`src/rtl/dmem_arbiter_pkg.sv`:
```
// Shared types and helpers for the data-memory arbiter.
// Provides a default XLEN when the build does not define one.
`ifndef XLEN
`define XLEN 32
`endif

package arvi_arb_pkg;

  localparam int unsigned MAX_MASTERS = 8;

  typedef enum logic {
    IDLE = 1'b0,
    BUSY = 1'b1
  } arb_state_t;

  function automatic logic [2:0] onehot2idx(input logic [MAX_MASTERS-1:0] oh);
    logic [2:0] idx;
    idx = '0;
    for (int unsigned i = 0; i < MAX_MASTERS; i++) begin
      if (oh[i]) idx = idx | 3'(i);
    end
    return idx;
  endfunction

endpackage

```
`src/rtl/dmem_arbiter_rr_prio_enc.sv`:
```
// Rotating priority encoder: the first requester at or after `start` wins.
// With start tied to zero it degenerates to lowest-index-wins.
module rr_prio_enc #(
  parameter int unsigned N  = 2,
  parameter int unsigned IW = 1
) (
  input  logic [N-1:0]  req,
  input  logic [IW-1:0] start,
  output logic [N-1:0]  winner
);

  always_comb begin
    logic found;
    winner = '0;
    found  = 1'b0;
    for (int unsigned i = 0; i < N; i++) begin
      for (int unsigned k = 0; k < N; k++) begin
        if (!found && req[k] && (((32'(start) + i) % N) == k)) begin
          winner[k] = 1'b1;
          found     = 1'b1;
        end
      end
    end
  end

endmodule

```
`src/rtl/dmem_arbiter.sv`:
```
// Shares one data-memory slave port among N_MASTERS harts, one transaction at a time.
// Define ARVI_DMEM_ARB_RR_EN for round-robin arbitration; otherwise fixed priority.
module dmem_arbiter
  import arvi_arb_pkg::*;
#(
  parameter int unsigned N_MASTERS = 2,
  parameter int unsigned XLEN      = `XLEN
) (
  input  logic                      i_clk,
  input  logic                      i_rst,
  input  logic [N_MASTERS*XLEN-1:0] i_m_addr,
  input  logic [N_MASTERS*XLEN-1:0] i_m_wd,
  input  logic [N_MASTERS-1:0]      i_m_wen,
  input  logic [N_MASTERS-1:0]      i_m_rd,
  input  logic [N_MASTERS*4-1:0]    i_m_byte_en,
  output logic [XLEN-1:0]           o_m_rdata,
  output logic [N_MASTERS-1:0]      o_m_data_ready,
  output logic [XLEN-1:0]           o_DM_Addr,
  output logic [XLEN-1:0]           o_DM_Wd,
  output logic                      o_DM_Wen,
  output logic                      o_DM_MemRead,
  output logic [3:0]                o_DM_byte_en,
  input  logic [XLEN-1:0]           i_DM_ReadData,
  input  logic                      i_DM_data_ready
);

  localparam int unsigned PW = (N_MASTERS > 1) ? $clog2(N_MASTERS) : 1;

  arb_state_t           state;
  logic [N_MASTERS-1:0] grant;
  logic [N_MASTERS-1:0] req;
  logic [N_MASTERS-1:0] winner;
  logic [PW-1:0]        start_idx;
  logic                 busy;
  logic                 g_wen;
  logic                 g_rd;
  logic [XLEN-1:0]      mux_addr;
  logic [XLEN-1:0]      mux_wd;
  logic [3:0]           mux_be;

  assign req  = i_m_wen | i_m_rd;
  assign busy = (state == BUSY);

`ifdef ARVI_DMEM_ARB_RR_EN
  logic [PW-1:0] rr_ptr;
  logic [2:0]    win_idx;

  assign win_idx = onehot2idx(MAX_MASTERS'(winner));

  always_ff @(posedge i_clk) begin
    if (!i_rst) begin
      rr_ptr <= '0;
    end else if (state == IDLE && |req) begin
      rr_ptr <= (32'(win_idx) == N_MASTERS - 1) ? '0 : PW'(32'(win_idx) + 1);
    end
  end

  assign start_idx = rr_ptr;
`else
  assign start_idx = '0;
`endif

  rr_prio_enc #(
    .N  (N_MASTERS),
    .IW (PW)
  ) u_prio (
    .req    (req),
    .start  (start_idx),
    .winner (winner)
  );

  // A granted master dropping both enables mid-transaction is an exception flush.
  always_ff @(posedge i_clk) begin
    if (!i_rst) begin
      state <= IDLE;
      grant <= '0;
    end else begin
      case (state)
        IDLE: begin
          if (|req) begin
            grant <= winner;
            state <= BUSY;
          end else begin
            grant <= '0;
          end
        end
        BUSY: begin
          if (i_DM_data_ready || !(|(req & grant))) begin
            grant <= '0;
            state <= IDLE;
          end
        end
        default: begin
          grant <= '0;
          state <= IDLE;
        end
      endcase
    end
  end

  always_comb begin
    g_wen    = 1'b0;
    g_rd     = 1'b0;
    mux_addr = '0;
    mux_wd   = '0;
    mux_be   = '0;
    for (int unsigned k = 0; k < N_MASTERS; k++) begin
      g_wen    = g_wen | (grant[k] & i_m_wen[k]);
      g_rd     = g_rd  | (grant[k] & i_m_rd[k]);
      mux_addr = mux_addr | ({XLEN{grant[k]}} & i_m_addr[k*XLEN +: XLEN]);
      mux_wd   = mux_wd   | ({XLEN{grant[k]}} & i_m_wd[k*XLEN +: XLEN]);
      mux_be   = mux_be   | ({4{grant[k]}}    & i_m_byte_en[k*4 +: 4]);
    end
  end

  // Write wins when a master raises both enables.
  assign o_DM_Wen       = busy & g_wen;
  assign o_DM_MemRead   = busy & g_rd & ~g_wen;
  assign o_DM_Addr      = {XLEN{busy}} & mux_addr;
  assign o_DM_Wd        = {XLEN{busy}} & mux_wd;
  assign o_DM_byte_en   = {4{busy}} & mux_be;
  assign o_m_data_ready = {N_MASTERS{busy & i_DM_data_ready}} & grant;
  assign o_m_rdata      = i_DM_ReadData;

endmodule

```
`config.mk`:
```
export PLATFORM = sky130hd
export DESIGN_NAME = dmem_arbiter
export DESIGN_NICKNAME = d
export VERILOG_FILES = /design/src/rtl/dmem_arbiter_pkg.sv /design/src/rtl/dmem_arbiter_rr_prio_enc.sv /design/src/rtl/dmem_arbiter.sv
export SDC_FILE = /design/constraint.sdc
export NUM_CORES = 1
export LEC_CHECK = 0
export BUFFER_PORTS_ARGS = -buffer_cell sky130_fd_sc_hd__buf_4
export CAP_MARGIN = 20
export CORE_AREA = 2 2 109 111
export CTS_CLUSTER_SIZE = 12
export DETAILED_ROUTE_END_ITERATION = 6
export DIE_AREA = 0 0 111 113
export MAX_ROUTING_LAYER = met4
export PLACE_DENSITY = 0.49
export SYNTH_ARGS = -nofsm -noshare
export SYNTH_HDL_FRONTEND = slang
export SYNTH_SLANG_ARGS = --single-unit
export TNS_END_PERCENT = 5
```
`constraint.sdc`:
```
create_clock -name i_clk -period 2 [get_ports i_clk]
set_input_delay 0.3 -clock i_clk [delete_from_list [all_inputs] [get_ports i_clk]]
set_output_delay 0.3 -clock i_clk [all_outputs]
set_load 0.02 [all_outputs]
```
==> metrics.txt, run 1 <==
grt ovf=0; Post-DP Area=approximately 3000 um2; mux contribution to synthesized area=0%; gr usage total=about a tenth; routability-driven placement congestion ratio=a little under 0.8; Cell Pwr Density=333 nW/um2; Netlist cell types=19; Clock Sinks=3; Initial Util=13.3%; multi-input logic area=1060 um2; simple-gate portion of the synthesized area=~33%; clk buf depth=2; Post-DRT Antenna Nets=0; vias in the first global route=between 2000 and 2500; ys flop type=dfxtp_1; worst setup path class=reg -> out; Fin Setup TNS=0 ns; core box area=between 10000 and 15000 um2; CP max FO=18; Design Area, Final=between 3000 and 4000 um2; post-layout util=a little over a quarter; Final HPWL DP=between 5000 and 6000 um; hold buffer count at cts=0; CP Data Required Time=approximately 1.7 ns; clock buffer count from CTS=3; Slew HR=73.6%; Syn Nets=about 400; worst path arrival time=between 1 and 1.5 ns; yosys warns=0; largest family of logic cells by synthesized area=compound AO/OA/AOI/OAI gates; Critical Path Sink Type=primary output; root buf cell=clkbuf_16; vias per cell=approximately 4.2; fin crit period=1.78 ns; first-pass GRT wire length=10800 um; CTS tree=yes; crit-path cells=buf_4 > a22oi_1 > nor2b_1 > buf_4; Mapped Area=about 1500 um2; Filler Cell Count=approximately 1200; H-tree Lvls=1; Pleak=about 0.0014 uW; routed len/inst=13.5 um; NumNets Final=560; Area Growth Syn to Fin=105%; TritonRoute pass-1 iters=6; # setup viols final=0; commonest non-fill, non-tap cells in the layout=buf_4, nor2b_1, a22oi_1; via count=2233; Worst Tran Pin Value=~0.40 ns; cells after synthesis=roughly 220; Tot Pwr=about 1000 uW; worst stage delay on the critical path=between 0.5 and 0.6 ns; fmax=between 0.5 and 0.6 GHz; commonest non-fill, non-tap cell in the layout=buf_4; clk_skew=a little under 0.002 ns; max-cap viol count=0; clk slew on worst S/H paths=0.03 ns; Most Frequent Cell on Critical Path=buf_4; Die H=113 um; Final Hold Fails=0; Ports=279; die area=around 13000 um2; largest net degree at the start of global routing=58; outcome=finished, final reports clean; clock latency on the worst-skew pair=~0.22 ns; storage element area=between 60 and 70 um2; Top delay family on crit path=flip-flops; period utilization=approximately nine tenths; RSZ-0062 raised after global routing=false; row cnt=39; fraction of registers with async set/reset=0%; maximum vdd drop=0.174 mV; 1st-iter DRT viols=between 100 and 150; DIE WIDTH=111 um; initial antenna violation count=0; Port Buffers=214; crit start category=register; XOR/XNOR share of the synthesized area=0%; Routed WL=around 7100 um; Buf+Inv Stages, Crit Path=2; Post CTS Setup Buffer Count=0; sequential area share after synthesis=around 4%; Avg Synthesized Cell Area=6.96 um2; Post-Synth Adder-Cell Area=0%; fin. max-slew vios=0; min-delay worst type=in -> reg; # resized after CTS=0; EDFF count, synth=0; # diodes=0; post-synthesis compound-gate area fraction=around two fifths; #FFs+latches synth=3; layout cells sized above 1=roughly three fifths; CP max-delay cell=dfxtp_2; DRC=0
==> synth_stat cells (all sizes together) (2+ instances only) <==
cell type	count	area [um2]
nor2b	69	432
nand2b	2	12.5
nor2	2	7.51
a21oi	2	10.0
clkbuf	3	11.3
o21a	3	22.5
buf	53	360
a22oi	69	523
dfxtp	3	60.1
and3	3	18.8
==> metrics by stage <==
step                      instances  hold slack (ns)  setup WS, ns
after global placement          523            0.534         0.464
after detailed placement        523            0.529         0.435
after floorplan                 215            0.418         0.652
after global routing            527            0.314        0.0940
final                           527            0.306         0.221
after CTS                       527            0.303         0.195
==> layer usage <==
layer | part of all wire [%] | vias to the layer above | global-route usage [%]
met3 | 8.5 | 27 | 2.30
met5 | 0 | - | -
met1 | 36 | 988 | 11.0
li1 | - | 1081 | -
met4 | 3.0 | 0 | 4.25
met2 | 53 | 137 | 19.0
==> final cells by class <==
| type | count | share of cell area (%) |
|---|---|---|
| sequential | 3 | 2.08 |
| timing repair buffer | 221 | 54.8 |
| tap | 143 | 5.83 |
| multi-input combinational | 156 | 34.7 |
| clock buffer | 4 | 2.57 |
==> power by group <==
group          internal, uW  switching [uW]  total, uW
logic                   364             266        630
clock network           263            53.5        316
registers              65.7            11.1       76.8
==> final timing paths <==
check	from	end	slack (ns)	cells past startpoint
worst min-delay path	i_rst	busy	0.31	2
worst max register to register	grant[0]	grant[1]	0.67	4
worst min register to register	busy	busy	0.87	3
worst max-delay path	grant[0]	o_DM_Addr[5]	0.22	4
==> kinds of logic after synthesis <==
kind of cell,count (synthesis)
simple gates,79
buf+inv,56
compound gates,77
flops,3
==> worst reg2reg max path: cells and delay by family (launching register included) <==
kind	cells	cell delay [ns]
flip-flops	1	0.54
AO/OA/AOI/OAI	3	0.49
buffers and inverters	1	0.23
==> state kept, by name, indices dropped and copies added (netlist names) <==
register / cells
grant: 2
busy: 1
Note: power is estimated with default switching activity, not from simulation.
==> run 2: changes to the inputs <==
Settings changed: CTS_BUF_LIST set to sky130_fd_sc_hd__clkbuf_8.
==> run 2 against run 1 <==
  * Register-to-register slack about the same
  * Clock power down 47%
  * Core utilization down 0.30 points
  * Setup slack better by 0.0090 ns
==> metrics.txt, run 2 (same netlist as run 1, synthesis figures left out) <==
crit-path cells=buf_4 > a22oi_1 > nor2b_1 > buf_4; Area Growth Syn to Fin=103%; Fin Setup TNS=0 ns (unchanged); root buf cell=clkbuf_8; DIE WIDTH=111 um (unchanged); R2R Path Start=grant[0]; # resized after CTS=0 (unchanged); outcome=finished, final reports clean; hold path depth=2 (unchanged); hold buffer count at cts=0 (unchanged); core box area=11300 um2 (unchanged); first-pass GRT wire length=10800 um (+0.18%); maximum vdd drop=0.147 mV (-16%); Most Frequent Cell on Critical Path=buf_4; Post-DRT Antenna Nets=0 (unchanged); worst path arrival time=1.47 ns (about the same); clk buf depth=2 (unchanged); fin. max-slew vios=0 (unchanged); worst r2r path cells=4 (unchanged); Ports=279 (unchanged); Clock Sinks=3 (unchanged); TritonRoute pass-1 iters=6 (unchanged); largest net degree at the start of global routing=58 (unchanged); min-delay worst type=in -> reg; routability-driven placement congestion ratio=0.795 (unchanged); Tot Pwr=875 uW (-14%); die area=12500 um2 (unchanged); Final Hold Fails=0 (unchanged); grt ovf=0 (unchanged); initial antenna violation count=0 (unchanged); Initial Util=13.3% (unchanged); Pleak=0.00139 uW (-0.80%); # diodes=0 (unchanged); max reg flops=2 (unchanged); clock latency on the worst-skew pair=0.21 ns (about the same); Routed WL=7100 um (-0.17%); RSZ-0062 raised after global routing=false; DRC=0 (unchanged); fin crit period=1.77 ns (-0.00899 ns); clock buffer count from CTS=3 (unchanged); Post-DP Area=2990 um2 (unchanged); NumNets Final=560 (unchanged); Levels on crit path=4 (unchanged); # setup viols final=0 (unchanged); worst stage delay on the critical path=0.54 ns (about the same); crit start category=register; CP Data Required Time=1.70 ns (about the same); via count=2234 (+0.045%); gr usage total=10.5% (+0.070 points); post-route setup slack=0.230 ns (+0.00899 ns); clk_skew=0.00140 ns (-0.000535 ns); worst setup path start=grant[0]; Final HPWL DP=5770 um (unchanged); vias in the first global route=2195 (-0.14%); period utilization=88.5% (-0.45 points); worst setup path class=reg -> out; vias per cell=4.24 (about the same); clk slew on worst S/H paths=0.03 ns (about the same); routed len/inst=13.5 um (-0.17%); most flop-heavy register=grant; pre-CTS setup slack=0.435 ns (unchanged); Cell Pwr Density=288 nW/um2 (-13%); crit path to=o_DM_Addr[7]; Critical Path Sink Type=primary output; commonest non-fill, non-tap cells in the layout=buf_4, nor2b_1, a22oi_1; CP max-delay cell=dfxtp_2; fmax=0.565 GHz (+0.51%); CTS tree=yes; layout cells sized above 1=59.6% (unchanged); Reg2Reg Capture Point=grant[1]; slack of the worst reg-to-reg path=0.67 ns (about the same); 1st-iter DRT viols=97 (-14%); max-cap viol count=0 (unchanged); Worst Tran Pin Value=0.396 ns (-0.000504 ns); Slew HR=73.6% (about the same); Die H=113 um (unchanged); row cnt=39 (unchanged); Post CTS Setup Buffer Count=0 (unchanged); Top delay family on crit path=flip-flops; CP max FO=18 (unchanged); Port Buffers=214 (unchanged); Buf+Inv Stages, Crit Path=2 (unchanged); Design Area, Final=3040 um2 (-1.1%); commonest non-fill, non-tap cell in the layout=buf_4; H-tree Lvls=1 (unchanged)
==> run 2: changes by cell type in the layout (fill, tap and decap cells not counted), sizes merged <==
cell / before / now
clkbuf: 4 / 3
inv: 0 / 1
==> run 2: layer usage <==
layer	global-route usage, %	vias to the layer above	part of all wire (%)
met3	2.30	28	8.8
met4	4.75	0	3.0
li1	-	1081	-
met1	11.0	981	36
met5	-	-	0
met2	19.0	144	53
==> run 2: worst reg2reg max path, cell delays in order (launching register included) <==
cell and delay [ns]:
dfxtp_2 0.54, buf_12 0.23, o21ai_0 0.10, a211oi_1 0.24, o21a_1 0.16
==> run 2: area by class of cell <==
class                           instances  area, um2
Clock inverter                          1       3.75
Clock buffer                            3       41.3
Multi-Input combinational cell        156       1060
Sequential cell                         3       63.8
Timing Repair Buffer                  221       1680
Tap cell                              143        179
Fill cell                            1250       8240
==> run 2: worst min path at each step <==
stage	from	to	slack (ns)
after floorplan	i_rst	busy	0.42
after global placement	i_rst	busy	0.53
after detailed placement	i_rst	busy	0.53
after CTS	i_rst	busy	0.31
after global routing	i_rst	busy	0.31
final	i_rst	busy	0.31
==> run 2: report_power, final <==
group	switching [uW]	internal, uW	total, uW
combinational	266	364	630
sequential	11.1	65.7	76.8
clock	38.5	130	169
total	315	560	875
==> run 2: per-stage QoR <==
stage | hold slack (ns) | cells | utilization, %
2_1_floorplan | 0.418 | 215 | -
3_3_place_gp | 0.534 | 523 | 26.5
3_5_place_dp | 0.529 | 523 | 26.5
4_1_cts | 0.311 | 527 | 26.9
5_1_grt | 0.314 | 527 | 26.9
6_report | 0.314 | 527 | 26.9
==> run 3: changes to the inputs <==
Settings changed: ABC_AREA set to 1, GPL_TIMING_DRIVEN set to 0, PLACE_DENSITY 0.49 to 0.48.
==> run 3 against run 2 <==
  * Core utilization is 4.2 points higher
  * Setup slack better by 0.038 ns
  * Worst hold slack better by 0.031 ns
  * Final cell count increased by 31%
  * Die area unchanged
  * Critical path type unchanged
==> metrics.txt, run 3 <==
vias per cell=4.01 (-5.5%); Die H=113 um (unchanged); clk buf depth=2 (unchanged); RSZ-0062 raised after global routing=false; via count=2757 (+23%); first-pass GRT wire length=12200 um (+13%); # diodes=0 (unchanged); most flop-heavy register=grant; CTS tree=yes; yosys warns=0 (unchanged); post-placement cell count=684 (+31%); Routed WL=8130 um (+15%); TritonRoute pass-1 iters=4 (-2); H-tree Lvls=1 (unchanged); routability-driven placement congestion ratio=0.802 (+0.83%); most frequent cell after synthesis=nand2_1; root buf cell=clkbuf_8; worst setup path class=reg -> out; Pleak=0.00181 uW (+30%); Final HPWL DP=6930 um (+20%); Port Buffers=246 (+15%); synth top area cells=nand2_1, a21oi_1, buf_4; CP max FO=10 (-8); Netlist cell types=15 (-4); clk_skew=0.00220 ns (+0.000801 ns); die area=12500 um2 (unchanged); max-cap viol count=0 (unchanged); layout cells sized above 1=56.0% (-3.7 points); min-delay worst type=in -> reg; row cnt=39 (unchanged); clock buffer count from CTS=3 (unchanged); Yosys top cell area share=37.1% (+3.0 points); Area Growth Syn to Fin=144%; core box area=11300 um2 (unchanged); Ports=279 (unchanged); initial antenna violation count=0 (unchanged); routed len/inst=11.8 um (-12%); EDFF count, synth=0 (unchanged); worst path arrival time=1.43 ns (-0.04 ns); Tot Pwr=955 uW (+9.1%); Worst Tran Pin Value=0.462 ns (+0.0662 ns); cells after synthesis=295 (+37%); grt ovf=0 (unchanged); DRC=0 (unchanged); crit start category=register; Cell Pwr Density=272 nW/um2 (-5.5%); fin crit period=1.73 ns (-0.0383 ns); maximum vdd drop=0.104 mV (-29%); #FFs+latches synth=3 (unchanged); Cell Count, Final, Fillers Out=688 (+31%); clock latency on the worst-skew pair=0.22 ns (about the same); hold buffer count at cts=0 (unchanged); fmax=0.578 GHz (+2.2%); largest net degree at the start of global routing=11 (-81%); max reg flops=2 (unchanged); Initial Util=12.7% (-0.54 points); fraction of registers with async set/reset=0% (unchanged); CP Data Required Time=1.70 ns (about the same); Clock Sinks=3 (unchanged); # setup viols final=0 (unchanged); Final Hold Fails=0 (unchanged); Syn Nets=470 (+21%); Post CTS Setup Buffer Count=0 (unchanged); Yosys top cell by area=nand2_1; Avg Synthesized Cell Area=4.86 um2 (-30%); Slew HR=69.2% (-4.4 points); clk slew on worst S/H paths=0.03 ns (about the same); 1st-iter DRT viols=100 (+3.1%); period utilization=86.6% (-1.9 points); vias in the first global route=2671 (+22%); Fin Setup TNS=0 ns (unchanged); commonest non-fill, non-tap cells in the layout=buf_4, nand2_1, a21oi_1, buf_2, inv_1; Mapped Area=1440 um2 (-4.1%); ys flop type=dfxtp_1; fin. max-slew vios=0 (unchanged); gr usage total=11.9% (+1.3 points); NumNets Final=721 (+29%); outcome=finished, final reports clean; Post-DRT Antenna Nets=0 (unchanged); commonest non-fill, non-tap cell in the layout=buf_4; sequential area share after synthesis=4.18% (+0.17 points); Critical Path Sink Type=primary output; top cells by count, synth=nand2_1, a21oi_1, buf_4; DIE WIDTH=111 um (unchanged); # resized after CTS=0 (unchanged)
[run 3: cell count changes after synthesis, sizes merged, moves of 3 or more]
| cell | delta |
|---|---|
| a21oi | +69 |
| a22oi | -69 |
| and3 | -3 |
| inv | +10 |
| nand2 | +142 |
| nor2b | -69 |
| o21a | -3 |
[run 3: kinds of logic (layout without fill, tap and decap cells)]
kind of cell	after synthesis	after routing	synth area share [%]
compound gates	75	75	26.3
buf+inv	66	316	29.3
flops	3	3	4.18
simple gates	151	151	40.2
[run 3: layout make-up]
cell class	count	area, um2
plain buffers	56	383
clock buffers	3	41.3
clock inverters	1	3.75
fillers	1274	7770
inverters	10	37.5
multi-input cells	226	955
flip-flops and latches	3	60.1
well taps	143	179
repair buffers	246	1850
[run 3: layer usage]
metal	vias up	share of wire, %	global-route usage, %
met2	159	53	22.5
met4	0	1.0	2.33
li1	1402	-	-
met3	8	8.8	2.30
met5	-	0	-
met1	1188	37	12.9
[run 3: report_power, final]
group | switching, uW | internal (uW) | leakage [uW] | total [uW]
Combinational | 334 | 379 | 0.00176 | 713
Clock | 45.6 | 131 | 0.0000269 | 177
Sequential | 1.55 | 64.4 | 0.0000249 | 65.9
[run 3: metrics by stage]
step / cell area [um2] / hold slack (ns) / worst slack (ns) / utilization (%)
floorplan: 1440 / 0.451 / 0.640 / -
global placement: 3460 / 0.573 / 0.474 / 30.7
detailed placement: 3460 / 0.572 / 0.463 / 30.7
CTS: 3510 / 0.342 / 0.227 / 31.1
global route: 3510 / 0.396 / 0.188 / 31.1
finish: 3510 / 0.344 / 0.269 / 31.1
[run 3: critical path: stages, from the launching register on]
cell	delay [ns]
dfxtp_1	0.33
inv_1	0.06
buf_2	0.19
buf_2	0.20
a21oi_1	0.23
buf_4	0.19
[run 3: worst paths after layout]
path / start / endpoint / slack (ns) / cells past startpoint
worst min register to register: busy / busy / 0.62 / 4
worst max register to register: grant[0] / grant[1] / 0.93 / 6
worst max-delay path: busy / o_DM_Addr[11] / 0.27 / 5
worst min-delay path: i_rst / busy / 0.34 / 3
